`config.mk`:
```
export PLATFORM = sky130hd
export DESIGN_NAME = fetch_ifid_stage
export DESIGN_NICKNAME = d
export VERILOG_FILES = /design/src/rtl/fetch_ifid_stage.sv
export SDC_FILE = /design/constraint.sdc
export NUM_CORES = 1
export LEC_CHECK = 0
export ABC_AREA = 1
export BUFFER_PORTS_ARGS = -buffer_cell sky130_fd_sc_hd__buf_4
export CAP_MARGIN = 20
export CORE_ASPECT_RATIO = 0.6
export CORE_MARGIN = 5
export CORE_UTILIZATION = 33
export DETAILED_ROUTE_END_ITERATION = 7
export GPL_TIMING_DRIVEN = 0
export PLACE_DENSITY = 0.61
export SETUP_SLACK_MARGIN = 0.02
export SYNTH_ARGS = -nofsm -noshare
export SYNTH_HDL_FRONTEND = slang
export SYNTH_SLANG_ARGS = --single-unit
```
`constraint.sdc`:
```
create_clock -name clk -period 2.96 [get_ports clk]
set_clock_uncertainty 0.2 [all_clocks]
set_input_delay 0.592 -clock clk [delete_from_list [all_inputs] [get_ports clk]]
set_output_delay 0.592 -clock clk [all_outputs]
set_load 0.01 [all_outputs]
```
`src/rtl/fetch_ifid_stage.sv`:
```
// -----------------------------------------------------------------------------
// fetch_ifid_stage
//   Instruction-fetch stage and IF/ID pipeline register for the 16-bit,
//   4-bit-opcode pipelined core. Owns the PC, drives the instruction-memory
//   address, latches fetched words into IF/ID and decodes the opcode, source
//   and destination register fields for the load-use hazard detector.
//   Honours hazard stalls and branch-redirect flushes, freezes fetch on HLT
//   and keeps saturating stall/flush event counters.
//
// Ports:
//   clk            in   clock, all state updates on rising edge
//   rst            in   synchronous active-high reset
//   stall_en       in   load-use stall: hold PC and IF/ID
//   br_taken       in   branch resolved taken in ID: redirect fetch
//   br_target      in   redirect PC (bit 0 ignored)
//   imem_addr      out  instruction-memory address (= pc)
//   imem_data      in   instruction word, combinational from imem_addr
//   if_id_instr    out  latched instruction
//   if_id_pc_plus2 out  PC+2 of the latched instruction
//   if_id_valid    out  1 = real instruction, 0 = bubble
//   dec_opcode     out  opcode field, 0 when invalid
//   srcReg1        out  first source register, 0 when invalid
//   srcReg2        out  second source register, 0 when invalid
//   dstReg         out  destination register, 0 when invalid
//   halted         out  HLT has reached IF/ID, core stopping
//   stall_cnt      out  honoured stall cycles (saturating)
//   flush_cnt      out  branch redirects taken (saturating)
// -----------------------------------------------------------------------------
module fetch_ifid_stage #(
    parameter logic [15:0] RESET_PC   = 16'h0000,
    parameter int          CNT_W      = 16,
    parameter logic [3:0]  HLT_OPCODE = 4'b1111
) (
    input  logic             clk,
    input  logic             rst,
    input  logic             stall_en,
    input  logic             br_taken,
    input  logic [15:0]      br_target,
    output logic [15:0]      imem_addr,
    input  logic [15:0]      imem_data,
    output logic [15:0]      if_id_instr,
    output logic [15:0]      if_id_pc_plus2,
    output logic             if_id_valid,
    output logic [3:0]       dec_opcode,
    output logic [3:0]       srcReg1,
    output logic [3:0]       srcReg2,
    output logic [3:0]       dstReg,
    output logic             halted,
    output logic [CNT_W-1:0] stall_cnt,
    output logic [CNT_W-1:0] flush_cnt
);

    typedef enum logic [0:0] {
        ST_RUN  = 1'b0,
        ST_HALT = 1'b1
    } state_t;

    // Saturating increment: holds at all-ones instead of wrapping.
    function automatic logic [CNT_W-1:0] sat_inc(input logic [CNT_W-1:0] v);
        if (&v) begin
            sat_inc = v;
        end else begin
            sat_inc = v + {{(CNT_W-1){1'b0}}, 1'b1};
        end
    endfunction

    state_t           state_q, state_d;
    logic [15:0]      pc_q, pc_d;
    logic [15:0]      instr_q, instr_d;
    logic [15:0]      pcp2_q, pcp2_d;
    logic             valid_q, valid_d;
    logic             halted_q, halted_d;
    logic [CNT_W-1:0] stall_cnt_q, stall_cnt_d;
    logic [CNT_W-1:0] flush_cnt_q, flush_cnt_d;

    logic [15:0]      pc_plus2_s;
    logic             if_id_is_hlt_s;

    // 16-bit modulo increment; FFFE wraps to 0000.
    assign pc_plus2_s     = pc_q + 16'd2;
    assign if_id_is_hlt_s = valid_q && (instr_q[15:12] == HLT_OPCODE);

    // Next-state logic: priority stall > redirect > halt > normal fetch.
    always_comb begin
        state_d     = state_q;
        pc_d        = pc_q;
        instr_d     = instr_q;
        pcp2_d      = pcp2_q;
        valid_d     = valid_q;
        halted_d    = halted_q;
        stall_cnt_d = stall_cnt_q;
        flush_cnt_d = flush_cnt_q;

        if (stall_en) begin
            // Everything holds; a concurrent br_taken re-resolves next cycle.
            stall_cnt_d = sat_inc(stall_cnt_q);
        end else if (br_taken) begin
            // Redirect squashes IF/ID, including a speculatively fetched HLT.
            pc_d        = br_target & 16'hFFFE;
            instr_d     = 16'h0000;
            pcp2_d      = 16'h0000;
            valid_d     = 1'b0;
            halted_d    = 1'b0;
            state_d     = ST_RUN;
            flush_cnt_d = sat_inc(flush_cnt_q);
        end else begin
            case (state_q)
                ST_RUN: begin
                    instr_d = imem_data;
                    pcp2_d  = pc_plus2_s;
                    valid_d = 1'b1;
                    if (imem_data[15:12] == HLT_OPCODE) begin
                        // PC freezes on the HLT so nothing past it is fetched.
                        state_d = ST_HALT;
                    end else begin
                        pc_d = pc_plus2_s;
                    end
                end
                ST_HALT: begin
                    if (if_id_is_hlt_s) begin
                        instr_d  = 16'h0000;
                        pcp2_d   = 16'h0000;
                        valid_d  = 1'b0;
                        halted_d = 1'b1;
                    end else begin
                        halted_d = halted_q;
                    end
                end
                default: begin
                    state_d = ST_RUN;
                end
            endcase
        end
    end

    // State register with synchronous reset overriding all other inputs.
    always_ff @(posedge clk) begin
        if (rst) begin
            state_q     <= ST_RUN;
            pc_q        <= RESET_PC & 16'hFFFE;
            instr_q     <= 16'h0000;
            pcp2_q      <= 16'h0000;
            valid_q     <= 1'b0;
            halted_q    <= 1'b0;
            stall_cnt_q <= {CNT_W{1'b0}};
            flush_cnt_q <= {CNT_W{1'b0}};
        end else begin
            state_q     <= state_d;
            pc_q        <= pc_d;
            instr_q     <= instr_d;
            pcp2_q      <= pcp2_d;
            valid_q     <= valid_d;
            halted_q    <= halted_d;
            stall_cnt_q <= stall_cnt_d;
            flush_cnt_q <= flush_cnt_d;
        end
    end

    // Decode fields from IF/ID; all zero for a bubble.
    always_comb begin
        dec_opcode = 4'h0;
        srcReg1    = 4'h0;
        srcReg2    = 4'h0;
        dstReg     = 4'h0;
        if (valid_q) begin
            dec_opcode = instr_q[15:12];
            dstReg     = instr_q[11:8];
            case (instr_q[15:12])
                4'b1010, 4'b1011: srcReg1 = instr_q[11:8]; // LLB/LHB read rd
                default:          srcReg1 = instr_q[7:4];
            endcase
            case (instr_q[15:12])
                4'b1001: srcReg2 = instr_q[11:8];          // SW reads data reg
                default: srcReg2 = instr_q[3:0];
            endcase
        end else begin
            dec_opcode = 4'h0;
        end
    end

    assign imem_addr      = pc_q;
    assign if_id_instr    = instr_q;
    assign if_id_pc_plus2 = pcp2_q;
    assign if_id_valid    = valid_q;
    assign halted         = halted_q;
    assign stall_cnt      = stall_cnt_q;
    assign flush_cnt      = flush_cnt_q;

endmodule

```
* Word level (Yosys, flattened, before mapping) *
Index checks and enable logic that the tools add are counted.

word-level totals
  register bits = 83
  output and inout port bits = 98
  word-level logic and storage cells = 57

cells by class
  add/subtract/negate cells = 3
  equality and inequality tests = 8
  muxes and demuxes = 23
  bitwise gates (word level) = 4
  reductions and logical operators = 11

operators with widths
  kind                                                                      number
  16-bit two-way mux                                                        6
  16-bit one-hot mux with 2 select lines                                    2
  16-bit by 1-bit adder with 16-bit output (second input constant)          2
  16-bit AND reduction                                                      2
  4-bit two-way mux                                                         6
  4-bit == test (second input constant)                                     5
  16-bit by 2-bit adder with 16-bit output (second input constant)          1
  3-bit AND reduction                                                       3
  1-bit two-way mux                                                         8
  2-bit inequality test (second input constant)                             2
  1-bit NOT                                                                 4
  2-bit AND reduction                                                       2
  2-bit nonzero test                                                        2
  3-bit by 2-bit inequality test with 1-bit output (second input constant)  1
  1-bit one-hot mux with 2 select lines                                     1
  2-bit OR reduction                                                        1
  1-bit logical AND                                                         1

* Depth between registers and ports, before layout *
Gate-level depths: netlist of the first run.

  depth in word-level cells = 5
  depth in mapped cells = 10
  mapped depth without buffers = 10

* Worst setup path before layout of the first run *
OpenSTA, ideal clock, no wires.

  kind = flip-flop to output port
  from = reg instr_q[15] (netlist: if_id_instr[15])
  to = out srcReg2[0]
  arrival time = 1,155 ps
  slack = 1,013 ps
  cell stages (with the launch flop) = 7
  path buffers = 0
  cells stage by stage = dfxtp_1 inv_1 nor2_1 nand2_1 inv_1 nor2_1 nor2_1

on the way
  longest elaborated chain between the ends = 3

RTL lines
  item                    RTL line  text
  start, declared         69        logic [15:0] instr_q, instr_d;
  start signal, assigned  150       instr_q <= instr_d;
  4-bit == test           172       case (instr_q[15:12])
  4-bit two-way mux       172
  4-bit two-way mux       165       if (valid_q) begin
  end, declared           46        output logic [3:0] srcReg2,

Every way passes these cells.

* Worst setup path after layout of the first run *
Same ends and word-level chain as after synthesis.

==> results of run 1 <==
## metal layers
metal  part of all wire, %  up-vias
met4                   1.3        0
met2                    41      184
met1                    48     2099
met5                     0        -
met3                   8.8       17
li1                      -     2335
## placed cells by master (no fill, tap or decap), types with 10 or more instances in the layout
cell,netlist,routed
nand3_1,45,45
buf_4,4,134
nand4_1,10,10
clkbuf_1,10,11
a21oi_1,84,84
inv_1,51,51
dfxtp_1,82,82
nor2_1,66,66
nand2_1,187,187
o21ai_0,29,29
## critical path, delay by kind of cell (launching register included)
kind / cells / cell delay [ns]
buffers and inverters: 3 / 0.36
AND/OR/NAND/NOR: 4 / 0.65
flip-flops: 1 / 0.38
## registers in the layout (all words and copies together) (netlist names)
name / flops
flush_cnt: 16
halted: 1
if_id_instr: 16
if_id_pc_plus2: 16
if_id_valid: 1
imem_addr: 15
stall_cnt: 16
state_q: 1
## power groups by stage
stage | logic (mW) | clock network, mW | registers [mW]
2_1_floorplan | 0.164 | 0 | 1.22
3_3_place_gp | 0.338 | 0 | 1.22
3_5_place_dp | 0.343 | 0 | 1.22
4_1_cts | 0.345 | 1.15 | 1.19
5_1_grt | 0.380 | 1.20 | 1.20
6_report | 0.344 | 1.12 | 1.20
## final timing paths
check / slack [ns] / end / start / cells past startpoint
setup / recovery: 0.44 / srcReg2[0] / if_id_instr[15] / 7
hold / removal: 0.24 / if_id_pc_plus2[0] / if_id_pc_plus2[0] / 2
setup reg to reg: 0.96 / stall_cnt[2] / stall_cnt[1] / 10
hold reg to reg: 0.24 / if_id_pc_plus2[0] / if_id_pc_plus2[0] / 2
## final cells by class
type,instances,area (um^2),area share (%)
inverters,55,206.4,3.624
repair buffers,130,975.9,17.13
multi-input cells,471,2207,38.74
clock inverters,2,37.54,0.6589
clock buffers,12,256.5,4.503
plain buffers,27,158.9,2.789
flip-flops and latches,82,1642,28.82
well taps,170,212.7,3.734
## stage by stage
stage	cells	hold slack, ns	util (%)
detailed placement	935	0.2288	42.57
finish	949	0.2352	44.88
floorplan	635	0.2609	-
CTS	949	0.2393	44.88
global placement	935	0.2306	42.57
global route	949	0.2539	44.88
## logic make-up after synthesis
logic type | Yosys count | share of synthesized area (%)
AO/OA/AOI/OAI | 120 | 14.58
XOR/XNOR | 15 | 3.118
adder cells (fa/ha/maj) | 3 | 0.8908
buffers and inverters | 82 | 8.670
flip-flops | 82 | 38.95
other | 1 | 0.08899
AND/OR/NAND/NOR | 332 | 33.70
==> metrics.txt, run 1 <==
Synth Instances=635; WL/cell=14.74 um; fin crit share=85.13%; remaining antenna violation count after routing=0; Crit-path slowest cell=dfxtp_1; Nets=815; WS Path Type=reg2out; share of post-route cells with drive strength above 1=22.72%; Leak=2.464 nW; number of inserted diodes=0; ranking of synthesized cells by area=dfxtp_1 (39%), nand2_1 (17%), a21oi_1 (10%), nor2_1 (5.9%), nand3_1 (5.3%); final setup vio count=0; clk_lat worst skew=0.34 ns; IO Count=134; Tot Pwr=2.660 mW; Area growth syn-to-layout=35.18%; status=finished clean; largest area contributor in the netlist=dfxtp_1; Post-DP Area=5403 um^2; GRT Resource Usage Total=18.30%; Root Driver=clkbuf_16; ys flop type=dfxtp_1; post-CTS resize count=0; Startpoint Class=flip-flop; Die Ht=97.53 um; Max Cap Viol=0; setup_tns=0 ns; worst vdd ir=0.2503 mV; worst setup margin=0.4403 ns; Seq pwr share=45.0%; P_sw=0.6792 mW; crit-path cells=inv_1 > nor2_1 > nand2_1 > inv_1 > nor2_1 > nor2_1 > buf_4; Sink Count=82; Final Max Slew Viols=0; initial antenna violation count=0; switch share=25.54%; Min Clock Period, post-route=2.520 ns; crit path DAT=1.73 ns; PortBufs=130; Longest Clk Path Bufs=2; cts bufs inserted=9; initial DRC count=357; hold_buf cts=0; core area=12,690 um^2; Post-synth EDFFs=0; post-synth design cell area=4214 um^2; final WL=13,990 um; Internal Power=1.981 mW; Post-DP HPWL=10,750 um; count leader, synth=nand2_1; power per cell area=466.9 nW/um^2; largest net degree at the start of global routing=13; Post-CTS Setup Bufs=0; Hold Path Class=reg2reg; die extent in x=155.9 um; data required time of the worst path=2.17 ns; commonest cells in the netlist=nand2_1 (187), a21oi_1 (84), dfxtp_1 (82), nor2_1 (66), inv_1 (51); syn_nets=674; Worst-Margin Slew=0.6274 ns; Syn Area/Cell=6.636 um^2; drt pass-1 iters=5; CP max FO=6; CP Capture Type=primary output; Top Usage Layer GRT=met1; combinational fraction of design power=13.0%; via count=4,635; Yosys reg bits=82; Fillers=1,289; GR Util met3=4.851%; area share of the largest cell type after synthesis=38.95%; GR Util met1=27.14%; global-route wire length before repair=22,620 um; Max Freq=396.9 MHz; sequential element share of the synthesized area=38.95%; Yosys warnings=0; asr flop ratio synth=0%; CTS tree=done; vias per inst=4.884; DRC Markers=0; fin area=5697 um^2; GPL Wtd Cong=0.8840; clock power share=42.1%; unrepaired setup endpoints after global routing=no; Initial Utilization=33.20%; Rel. slew slack=58.17%; Rows=32; Clock transition at path regs=0.06 ns; crit-path max cell delay=0.38 ns; total grt overflow=0; GRT met2 Usage=26.23%; Final Hold Fails=0; vias in the first global route=4,313; Die Area=15,200 um^2; H-tree depth=3; most used cell, CP=nor2_1; unique cell type count in the Yosys netlist=32; dpl ws=0.7284 ns
Note: power is estimated with default switching activity, not from simulation.
==> inputs of run 2 (changes only) <==
--- a/config.mk
+++ b/config.mk
@@ -13,7 +13,7 @@
 export CORE_UTILIZATION = 33
 export DETAILED_ROUTE_END_ITERATION = 7
 export GPL_TIMING_DRIVEN = 0
-export PLACE_DENSITY = 0.61
+export PLACE_DENSITY = 0.59
 export SETUP_SLACK_MARGIN = 0.02
 export SYNTH_ARGS = -nofsm -noshare
 export SYNTH_HDL_FRONTEND = slang
==> metrics.txt, run 2 (synthesis gave the netlist of run 1 again) <==
worst setup path start=if_id_instr[15]; Initial Utilization=33.20% (unchanged); initial DRC count=244 (-32%); clk_lat worst skew=0.34 ns (about the same); initial antenna violation count=0 (unchanged); GPL Wtd Cong=0.8833 (about the same); Seq pwr share=42.4% (-2.6 points); drt pass-1 iters=4 (-1); final WL=13,990 um (about the same); Rel. slew slack=56.24% (-1.9 points); Min Clock Period, post-route=2.479 ns (-0.04047 ns); Post-CTS Setup Bufs=0 (unchanged); Min-Delay Startpoint=if_id_pc_plus2[0]; Internal Power=2.114 mW (+6.7%); Rows=32 (unchanged); share of post-route cells with drive strength above 1=22.79% (+0.070 points); hold_buf cts=0 (unchanged); Hold Path Class=reg2reg; Clock transition at path regs=0.06 ns (about the same); crit-path max cell delay=0.37 ns (about the same); vias per inst=4.843 (-0.83%); PortBufs=130 (unchanged); Die Area=15,200 um^2 (unchanged); vias in the first global route=4,350 (+0.86%); via count=4,606 (-0.63%); switch share=24.90% (-0.63 points); most used cell, CP=nor2_1; Final Max Slew Viols=0 (unchanged); Nets=815 (unchanged); combinational fraction of design power=12.3% (-0.7 points); Leak=2.483 nW (+0.77%); core area=12,690 um^2 (unchanged); Worst-Margin Slew=0.6564 ns (+0.02903 ns); post-CTS resize count=0 (unchanged); power per cell area=490.6 nW/um^2 (+5.1%); Post-DP HPWL=10,700 um (-0.42%); Max Cap Viol=0 (unchanged); worst vdd ir=0.3222 mV (+29%); fin crit share=83.76% (-1.4 points); Startpoint Class=flip-flop; H-tree depth=3 (unchanged); remaining antenna violation count after routing=0 (unchanged); commonest non-fill, non-tap cell in the layout=nand2_1; critical path's top delay family=simple AND/OR/NAND/NOR gates; unrepaired setup endpoints after global routing=no; largest net degree at the start of global routing=14 (+1); fin area=5738 um^2 (+0.72%); Longest Clk Path Bufs=2 (unchanged); Final Hold Fails=0 (unchanged); cts bufs inserted=9 (unchanged); Root Driver=clkbuf_16; Tot Pwr=2.815 mW (+5.8%); CP max FO=6 (unchanged); Die Ht=97.53 um (unchanged); CTS tree=done; Sink Count=82 (unchanged); WS Path Type=reg2out; setup_tns=0 ns (unchanged); GRT Resource Usage Total=18.04% (-0.26 points); commonest cells after routing, fill and taps aside=nand2_1 (187), buf_4 (134), a21oi_1 (84); final setup vio count=0 (unchanged); clock power share=45.3% (+3.2 points); crit path DAT=1.69 ns (-0.04 ns); Post-DP Area=5403 um^2 (unchanged); register area=1642 um^2 (unchanged); data required time of the worst path=2.17 ns (about the same); CP Capture Type=primary output; Fillers=1,327 (+2.9%); crit-path cells=inv_1 > nor2_1 > nand2_1 > inv_1 > nor2_1 > nor2_1 > buf_4; number of inserted diodes=0 (unchanged); Critical path buffers and inverters=3 (unchanged); R2R Path Start=stall_cnt[0]; Area growth syn-to-layout=36.16%; P_sw=0.7010 mW (+3.2%); die extent in x=155.9 um (unchanged); global-route wire length before repair=22,390 um (-1.0%); footprint of the multi-input gates=2207 um^2 (unchanged); IO Count=134 (unchanged); total grt overflow=0 (unchanged); Crit-path slowest cell=dfxtp_1; DRC Markers=0 (unchanged); status=finished clean; WL/cell=14.71 um (-0.20%); Max Freq=403.3 MHz (+1.6%)
## run 2: changes by cell type in the layout (fill, tap and decap cells not counted)
cell,before,now
bufinv_16,1,3
clkbuf_1,11,12
clkbuf_8,2,0
clkinv_2,0,1
## run 2: path summary, 6_finish.rpt
kind,to,depth (start not counted),slack [ns]
min,if_id_pc_plus2[0],2,0.24
max reg2reg,stall_cnt[6],10,0.95
min reg2reg,if_id_pc_plus2[0],2,0.24
max,srcReg2[2],7,0.48
## run 2: layer usage
| layer | wire, um | GRT usage, % |
|---|---|---|
| met1 | 7021 | 26.50 |
| met2 | 5928 | 26.43 |
| met3 | 919 | 4.806 |
| met4 | 122 | 3.497 |
| met5 | 0 | 0 |
## run 2: power groups by stage
stage | registers [mW] | clock network [mW] | logic [mW]
detailed placement | 1.22 | 0 | 0.345
CTS | 1.19 | 1.30 | 0.346
floorplan | 1.22 | 0 | 0.164
global route | 1.20 | 1.35 | 0.382
finish | 1.19 | 1.28 | 0.345
global placement | 1.22 | 0 | 0.340
## run 2: metrics by stage
stage	hold slack [ns]	util [%]	worst slack (ns)	instances
5_1_grt	0.2621	45.21	0.1889	951
3_3_place_gp	0.2276	42.57	0.7660	935
3_5_place_dp	0.2302	42.57	0.7562	935
6_report	0.2405	45.21	0.4807	951
4_1_cts	0.2403	45.21	0.4641	951
2_1_floorplan	0.2609	-	1.013	635
## run 2: worst min-delay path, cell delays in order (launching register included)
cell and delay (ns):
dfxtp_1 0.31, nand2_1 0.06, nor2_1 0.03
## run 2: layout make-up
cell class	count	share of cell area, %
buffer	27	2.769
clock buffer	11	4.056
clock inverter	5	1.788
inverter	55	3.598
multi-input combinational	471	38.46
sequential	82	28.61
tap	170	3.707
timing repair buffer	130	17.01
